==> src/rtl/mux41_if.sv <==
// 4-to-1 WIDTH-bit selector with a combinational output and a registered copy
// (enable, captured select, change pulse). Define MUX41_PARITY_EN to add y_par.
module mux41_if #(
    parameter int WIDTH = 4
) (
    input  logic             clk,
    input  logic             rst_n,
    input  logic             en,
    input  logic [1:0]       sel,
    input  logic [WIDTH-1:0] a,
    input  logic [WIDTH-1:0] b,
    input  logic [WIDTH-1:0] c,
    input  logic [WIDTH-1:0] d,
    output logic [WIDTH-1:0] y,
    output logic [WIDTH-1:0] y_q,
    output logic [1:0]       sel_q,
    output logic             chg
`ifdef MUX41_PARITY_EN
    ,
    output logic             y_par
`endif
);

    logic [WIDTH-1:0] y_d;
    logic [1:0]       sel_d;
    logic             chg_d;

    // Full decode; an X on sel falls to the default arm, which is acceptable.
    always_comb begin
        case (sel)
            2'b00:   y = a;
            2'b01:   y = b;
            2'b10:   y = c;
            default: y = d;
        endcase
    end

    always_comb begin
        y_d   = y_q;
        sel_d = sel_q;
        chg_d = 1'b0;
        if (en) begin
            y_d   = y;
            sel_d = sel;
            chg_d = (y != y_q);
        end
    end

    always_ff @(posedge clk or negedge rst_n) begin
        if (!rst_n) begin
            y_q   <= '0;
            sel_q <= 2'b00;
            chg   <= 1'b0;
        end else begin
            y_q   <= y_d;
            sel_q <= sel_d;
            chg   <= chg_d;
        end
    end

`ifdef MUX41_PARITY_EN
    // Parity is taken from y so it lands in the same cycle as y_q.
    logic par_d;
    assign par_d = en ? ^y : y_par;

    always_ff @(posedge clk or negedge rst_n) begin
        if (!rst_n) y_par <= 1'b0;
        else        y_par <= par_d;
    end
`endif

endmodule

==> config.mk <==
export PLATFORM = sky130hd
export DESIGN_NAME = mux41_if
export DESIGN_NICKNAME = d
export VERILOG_FILES = /design/src/rtl/mux41_if.sv
export SDC_FILE = /design/constraint.sdc
export NUM_CORES = 1
export LEC_CHECK = 0
export CELL_PAD_IN_SITES_DETAIL_PLACEMENT = 1
export CELL_PAD_IN_SITES_GLOBAL_PLACEMENT = 2
export CORE_MARGIN = 2
export CORE_UTILIZATION = 19
export DETAILED_ROUTE_END_ITERATION = 6
export PLACE_DENSITY = 0.91
export SLEW_MARGIN = 30
export SYNTH_ARGS = -nofsm -noshare
export SYNTH_HDL_FRONTEND = slang
export SYNTH_SLANG_ARGS = --single-unit
==> constraint.sdc <==
create_clock -name clk -period 2.7 [get_ports clk]
set_input_delay 0.54 -clock clk [delete_from_list [all_inputs] [get_ports clk]]
set_output_delay 0.54 -clock clk [all_outputs]
set_load 0.03 [all_outputs]
==> Flow_metrics.wiki, run 1 <==
{| class="wikitable"
! Metric !! Value
|-
| Result of the run || complete, no violations
|-
| Initial Utilization || between 10% and 20%
|-
| Final count of pins violating max slew || 0
|-
| Syn Area/Cell || between 15 and 20 sq um
|-
| Number of synthesized flops with an enable pin || 0
|-
| Hold violation total from the final report || 0
|-
| Number of cell instances on the worst register-to-register path || 2
|-
| Ant diodes || 0
|-
| Critical path type || input pin to output pin
|-
| TritonCTS clock tree || yes
|-
| Number of design rule violations left after detail routing || 0
|-
| Commonest register cell after synthesis || dfrtp_1
|-
| Final period utilization || between 80% and 90%
|-
| Cell Count Post-Placement || slightly above 80
|-
| Post-synthesis share of cell area spent on and, or, nand and nor gates || 0%
|-
| Worst-Skew Late Latency || 0.25 ns
|-
| Final critical-path required period || 2.42 ns
|-
| Final worst clock skew || 0.0115 ns
|-
| Beginning of the worst register-to-register path || y_q[1]
|-
| Number of clock buffers inserted by TritonCTS || 3
|-
| Fraction of synthesis flops using an asynchronous set or reset pin || 100%
|-
| IO Pins || 32
|-
| Nets || slightly above 80
|-
| Cell with the most instances after synthesis || dfrtp_1
|-
| Worst setup path start || sel[0]
|-
| Maximum count of clock buffers along a single path || 2
|-
| Wire length of the first global-routing pass || approximately 1700 um
|-
| Number of I/O port buffers || 31
|-
| Top post-synthesis cells by count || 7 x dfrtp_1, 6 x mux2_2, 4 x xor2_1
|-
| Total via count in the routed design || around 350
|-
| Multiplexer share of the synthesized area || between 40% and 50%
|-
| Final standard cell utilization of the core || about two fifths
|-
| Yosys top cell by area || dfrtp_1
|-
| Count of max-cap constraint violations || 0
|-
| Critical Path Sink || y[2]
|-
| Minimum setup slack after placement || -0.255 ns
|-
| Top cell type's share of synthesized area || a little under half
|-
| Critical-path top delay cell || mux4_1
|-
| Setup repair after global routing missed its margin || false
|-
| Hold-fix buffers at CTS || 0
|-
| Die height || roughly 49 um
|-
| Site Rows || 16
|-
| Xor and xnor fraction of the mapped netlist area || a little under a tenth
|-
| Largest net degree at the start of global routing || 8
|-
| Via count of the first global-routing pass || roughly 370
|-
| Number of iterations in the first detailed-routing pass || 1
|-
| Number of clock sinks || 7
|-
| Clock slew seen by the registers of the worst setup and hold paths || ~0.060 ns
|-
| Area of the die || roughly 2400 sq um
|-
| Worst slew slack as a fraction of its limit || 77.7%
|-
| Peak ir drop on the vdd network || roughly 0.20 mV
|-
| Number of setup violations in the final report || 0
|-
| Power density over the cells || 498 nW/um^2
|-
| Total global routing overflow || 0
|-
| Compound-cell area share of the yosys netlist || under 10%
|-
| Routed wire length || 1040 um
|-
| Layout cell share with drive strength beyond 1 || 25.0%
|-
| Post-detailed-placement half-perimeter wirelength || about 890 um
|-
| Area grow syn2layout || 99.0%
|-
| Post-synthesis instance area || roughly 390 sq um
|-
| Initial antenna violation count || 0
|-
| Kind of end point of the critical path || output pin
|-
| Adder-cell share of the synthesized area || 0%
|-
| Routed length per instance || roughly 12 um
|-
| Die width || ~49 um
|-
| Setup bufs post-CTS || 0
|-
| Total number of yosys warnings || 0
|-
| Crit-path cells || dlygate4sd2_1 -> mux4_1 -> dlygate4sd2_1
|-
| Number of standard cells in the final layout excluding fillers || 87
|-
| Actual transition at the worst max-transition pin || between 0.3 and 0.4 ns
|-
| Root buffer selected by CTS || clkbuf_4
|-
| Post-synthesis sequential area ratio || a little under half
|-
| Data arrival time of the critical path || 1.88 ns
|-
| Core ar. || around 2000 sq um
|-
| Initial drt markers || 0
|-
| Total nets after synthesis || between 40 and 50
|-
| Flops & latches, synth || 7
|-
| Number of cells produced by synthesis || 23
|-
| Worst reg-to-reg setup slack || about 1.6 ns
|-
| GRT Total Usage || a little under a tenth
|-
| Type of the most critical hold path || flop to flop
|-
| Achievable frequency || a little over 400 MHz
|-
| Final Worst Setup Slack || about 0.28 ns
|-
| Yosys cell types || 7
|-
| Biggest area contributors in the synthesized netlist || dfrtp_1 45%, mux2_2 17%, mux4_2 17%, xor2_1 9.1%, mux4_1 6.8%
|-
| Static power due to leakage || roughly 0.31 nW
|-
| Kind of start point of the critical path || input pin
|-
| CTS HTree Levels || 1
|-
| Main combinational cell family by area after synthesis || multiplexers
|-
| Maximum fanout along the worst path || 5
|-
| Required time at the endpoint of the critical path || around 2.2 ns
|-
| Delay contributed by the slowest stage of the critical path || just over 0.6 ns
|-
| Reg-to-Reg End || chg
|-
| Final RePlAce weighted congestion || roughly 0.65
|-
| Cell seen most often among critical-path stages || dlygate4sd2_1
|-
| Count of antenna-violating nets left after detailed routing || 0
|-
| Post-DR vias/cell || around 4
|}
[cells in the final DEF, fill, tap and decap left out]
master           count
clkdlybuf4s50_1     26
dfrtp_1              7
mux2_2               6
dlygate4sd2_1        5
xor2_1               4
mux4_2               3
clkbuf_4             3
buf_4                3
mux4_1               1
o41a_1               1
clkbuf_1             1
[repair_timing]
| action | CTS | global route |
|---|---|---|
| resized for setup | 5 | 0 |
| endpoints found under the hold margin | 0 | 0 |
| endpoints found under the setup margin | 4 | 0 |
[layout make-up]
type	instances	area, sq um
fill	227	1170
timing repair buffer	34	327
multi-input combinational	15	208
sequential	7	175
tap	27	33.8
clock buffer	4	26.3
[through the flow]
| step | power [mW] | TNS [ns] | area, sq um | hold slack (ns) |
|---|---|---|---|---|
| floorplan | 0.209 | 0 | 387 | 0.244 |
| global placement | 0.292 | -0.792 | 749 | 0.493 |
| detailed placement | 0.294 | -0.862 | 749 | 0.504 |
| CTS | 0.391 | 0 | 769 | 0.532 |
| global route | 0.407 | 0 | 769 | 0.553 |
| finish | 0.383 | 0 | 769 | 0.524 |
[metal layers]
metal | routed length (um) | up-vias | track usage, %
met2 | 520 | 24 | 14.6
met1 | 413 | 159 | 11.6
li1 | - | 165 | -
met4 | 0 | 0 | 2.86
met5 | 0 | - | 0
met3 | 101 | 0 | 3.68
[power breakdown]
part	switching [mW]	internal, mW	leakage (nW)
clock	0.0414	0.0566	0.0150
sequential	0.0103	0.119	0.0820
combinational	0.0721	0.0842	0.214
total	0.124	0.260	0.311
[logic make-up after synthesis]
kind of cell           count (synthesis)
flip-flops                             7
AO/OA/AOI/OAI                          1
XOR/XNOR                               4
buffers and inverters                  1
multiplexers                          10
[worst max-delay path: cells and delay by family]
family / cells / cell delay (ns)
buffers and inverters: 2 / 0.73
muxes: 1 / 0.61
[worst min-delay path by stage]
stage,from,to,slack (ns),cells past startpoint
2_1_floorplan,rst_n,chg,0.24,0
3_3_place_gp,sel_q[1],sel_q[1],0.49,1
3_5_place_dp,sel_q[1],sel_q[1],0.50,1
4_1_cts,sel_q[1],sel_q[1],0.53,1
5_1_grt,sel_q[1],sel_q[1],0.55,1
6_report,sel_q[1],sel_q[1],0.52,1
[flip-flops by register name, summed over array words and instances (netlist names)]
name and cells:
y_q 4, sel_q 2, chg 1
Note: power is estimated with default switching activity, not from simulation.
==> inputs of run 2 (changes only) <==
--- a/config.mk
+++ b/config.mk
@@ -10,6 +10,7 @@
 export CORE_MARGIN = 2
 export CORE_UTILIZATION = 19
 export DETAILED_ROUTE_END_ITERATION = 6
+export HOLD_SLACK_MARGIN = 0.15
 export PLACE_DENSITY = 0.91
 export SLEW_MARGIN = 30
 export SYNTH_ARGS = -nofsm -noshare
==> results of run 2 <==
Final layout, timing and power as in run 1 (identical DEF).
==> inputs of run 3 (changes only) <==
--- a/config.mk
+++ b/config.mk
@@ -5,11 +5,13 @@
 export SDC_FILE = /design/constraint.sdc
 export NUM_CORES = 1
 export LEC_CHECK = 0
+export CAP_MARGIN = 10
 export CELL_PAD_IN_SITES_DETAIL_PLACEMENT = 1
 export CELL_PAD_IN_SITES_GLOBAL_PLACEMENT = 2
 export CORE_MARGIN = 2
 export CORE_UTILIZATION = 19
 export DETAILED_ROUTE_END_ITERATION = 6
+export GPL_TIMING_DRIVEN = 0
 export HOLD_SLACK_MARGIN = 0.15
 export PLACE_DENSITY = 0.91
 export SLEW_MARGIN = 30
==> Flow_metrics.wiki, run 3 (same netlist as run 1, synthesis figures left out) <==
{| class="wikitable"
! Metric !! Value
|-
| Result of the run || complete, no violations
|-
| Nets || 79 (-3.7%)
|-
| Final standard cell utilization of the core || 38.1% (-1.5 points)
|-
| Count of antenna-violating nets left after detailed routing || 0 (unchanged)
|-
| Worst reg-to-reg setup slack || 1.57 ns (-0.03 ns)
|-
| GRT Total Usage || 11.4% (+2.1 points)
|-
| Data arrival time of the critical path || 1.94 ns (+0.06 ns)
|-
| Final period utilization || 92.0% (+2.5 points)
|-
| Total buffers and inverters traversed by the critical path || 2 (unchanged)
|-
| Root buffer selected by CTS || clkbuf_4
|-
| Worst hold-check slack || 0.524 ns (+0.000260 ns)
|-
| Total global routing overflow || 0 (unchanged)
|-
| Via count of the first global-routing pass || 407 (+9.1%)
|-
| Beginning of the worst hold path || sel_q[1]
|-
| Die height || 49.1 um (unchanged)
|-
| Type of the most critical hold path || flop to flop
|-
| Crit-path cells || dlygate4sd2_1 -> mux4_1 -> dlygate4sd2_1
|-
| Number of I/O port buffers || 30 (-3.2%)
|-
| Cell seen most often among critical-path stages || dlygate4sd2_1
|-
| Area of the die || 2410 sq um (unchanged)
|-
| Number of clock sinks || 7 (unchanged)
|-
| Site Rows || 16 (unchanged)
|-
| Sum Neg Setup Slack || 0 ns (unchanged)
|-
| Critical path type || input pin to output pin
|-
| Setup bufs post-CTS || 0 (unchanged)
|-
| Number of design rule violations left after detail routing || 0 (unchanged)
|-
| Kind of cell adding the most delay to the critical path || buffers and inverters
|-
| Largest net degree at the start of global routing || 8 (unchanged)
|-
| Final critical-path required period || 2.48 ns (+0.0670 ns)
|-
| Largest registers ranked by flip-flop count || y_q (4), sel_q (2), chg (1)
|-
| Number of cell instances on the worst register-to-register path || 2 (unchanged)
|-
| Static power due to leakage || 0.294 nW (-5.5%)
|-
| Hold Path Sink || sel_q[1]
|-
| Number of clock buffers inserted by TritonCTS || 3 (unchanged)
|-
| Actual transition at the worst max-transition pin || 0.376 ns (+0.0416 ns)
|-
| Initial drt markers || 0 (unchanged)
|-
| Area grow syn2layout || 91.6%
|-
| Clock slew seen by the registers of the worst setup and hold paths || 0.05 ns (about the same)
|-
| Die width || 49.1 um (unchanged)
|-
| Final count of pins violating max slew || 0 (unchanged)
|-
| Wire length of the first global-routing pass || 1930 um (+12%)
|-
| TritonCTS clock tree || yes
|-
| Ant diodes || 0 (unchanged)
|-
| Initial Utilization || 19.9% (unchanged)
|-
| Count of max-cap constraint violations || 0 (unchanged)
|-
| Total via count in the routed design || 350 (+0.57%)
|-
| Routed length per instance || 13.4 um (+12%)
|-
| Worst-Skew Late Latency || 0.26 ns (about the same)
|-
| Layout cell share with drive strength beyond 1 || 21.1% (-3.9 points)
|-
| Flip-flop count of the largest register after layout || 4 (unchanged)
|-
| Reg-to-Reg End || chg
|-
| Delay contributed by the slowest stage of the critical path || 0.65 ns (+0.04 ns)
|-
| Maximum fanout along the worst path || 5 (unchanged)
|-
| Number of iterations in the first detailed-routing pass || 1 (unchanged)
|-
| Maximum count of clock buffers along a single path || 2 (unchanged)
|-
| Initial antenna violation count || 0 (unchanged)
|-
| Kind of end point of the critical path || output pin
|-
| Required time at the endpoint of the critical path || 2.16 ns (about the same)
|-
| Largest register by flop count || y_q
|-
| Final RePlAce weighted congestion || 0.606 (-6.4%)
|-
| Hold violation total from the final report || 0 (unchanged)
|-
| Commonest non-fill, non-tap cell in the layout || clkdlybuf4s50_1
|-
| Overall power consumption || 0.380 mW (-0.99%)
|-
| Hold Path Stages || 1 (unchanged)
|-
| Number of standard cells in the final layout excluding fillers || 84 (-3.4%)
|-
| Critical-path top delay cell || mux4_1
|-
| CTS HTree Levels || 1 (unchanged)
|-
| Setup repair after global routing missed its margin || false
|-
| Peak ir drop on the vdd network || 0.182 mV (-7.8%)
|-
| Final worst clock skew || 0.000621 ns (-0.0109 ns)
|-
| Kind of start point of the critical path || input pin
|-
| Routed wire length || 1120 um (+8.6%)
|-
| Beginning of the worst register-to-register path || y_q[1]
|-
| Worst slew slack as a fraction of its limit || 75.0% (-2.7 points)
|-
| Power density over the cells || 512 nW/um^2 (+2.9%)
|-
| Post-DR vias/cell || 4.17 (+4.2%)
|-
| Stages on worst setup path || 3 (unchanged)
|-
| Achievable frequency || 403 MHz (-2.7%)
|-
| Most used cells in the layout excluding fill and tap cells || 25 x clkdlybuf4s50_1, 7 x dfrtp_1, 6 x mux2_2, 5 x dlygate4sd2_1, 4 x xor2_1
|-
| Core ar. || 1940 sq um (unchanged)
|-
| IO Pins || 32 (unchanged)
|-
| Number of setup violations in the final report || 0 (unchanged)
|-
| Cell Count Post-Placement || 80 (-3.6%)
|}
[run 3: cell types whose count changed in the layout (fill, tap and decap cells not counted)]
cell,before,now
clkdlybuf4s50_1,26,25
buf_4,3,0
clkbuf_1,1,2
[run 3: final cells by class]
type	count	area, sq um
Buffer	1	3.75
Clock buffer	4	26.3
Fill cell	217	1200
Multi-Input combinational cell	15	208
Sequential cell	7	175
Tap cell	27	33.8
Timing Repair Buffer	30	294
[run 3: how the worst max path moves through the flow]
stage / slack (ns) / startpoint / endpoint
floorplan: 0.80 / sel[0] / chg
global placement: -0.30 / sel[0] / y[2]
detailed placement: -0.33 / sel[0] / y[2]
CTS: 0.18 / sel[0] / y[2]
global route: 0.13 / sel[0] / y[2]
finish: 0.22 / sel[0] / y[2]
[run 3: per-layer routing]
metal | part of all wire (%) | GRT usage (%) | vias to the layer above
met5 | 0 | 0 | -
met4 | 1.7 | 5.71 | 0
met3 | 13 | 7.67 | 3
met2 | 53 | 18.9 | 24
met1 | 33 | 10.4 | 166
li1 | - | - | 157
[run 3: through the flow]
| step | cell area [sq um] | worst slack, ns |
|---|---|---|
| 3_5_place_dp | 721 | -0.328 |
| 2_1_floorplan | 387 | 0.797 |
| 6_report | 741 | 0.217 |
| 3_3_place_gp | 721 | -0.304 |
| 5_1_grt | 741 | 0.130 |
| 4_1_cts | 741 | 0.181 |
[run 3: worst register-to-register path, stage by stage (launching register included)]
cell and delay [ns]:
dfrtp_1 0.40, xor2_1 0.17, o41a_1 0.43
[run 3: power by group]
part	internal, mW	total (mW)	switching [mW]
sequential	0.119	0.129	0.0102
clock	0.0567	0.100	0.0434
combinational	0.0779	0.150	0.0725
total	0.253	0.380	0.126
[run 3: repair_timing]
| item | in CTS | in global routing |
|---|---|---|
| hold buffers | 0 | 0 |
| endpoints found under the hold margin | 0 | 0 |
| gates resized for setup | 5 | 0 |
| endpoints found under the setup margin | 4 | 0 |
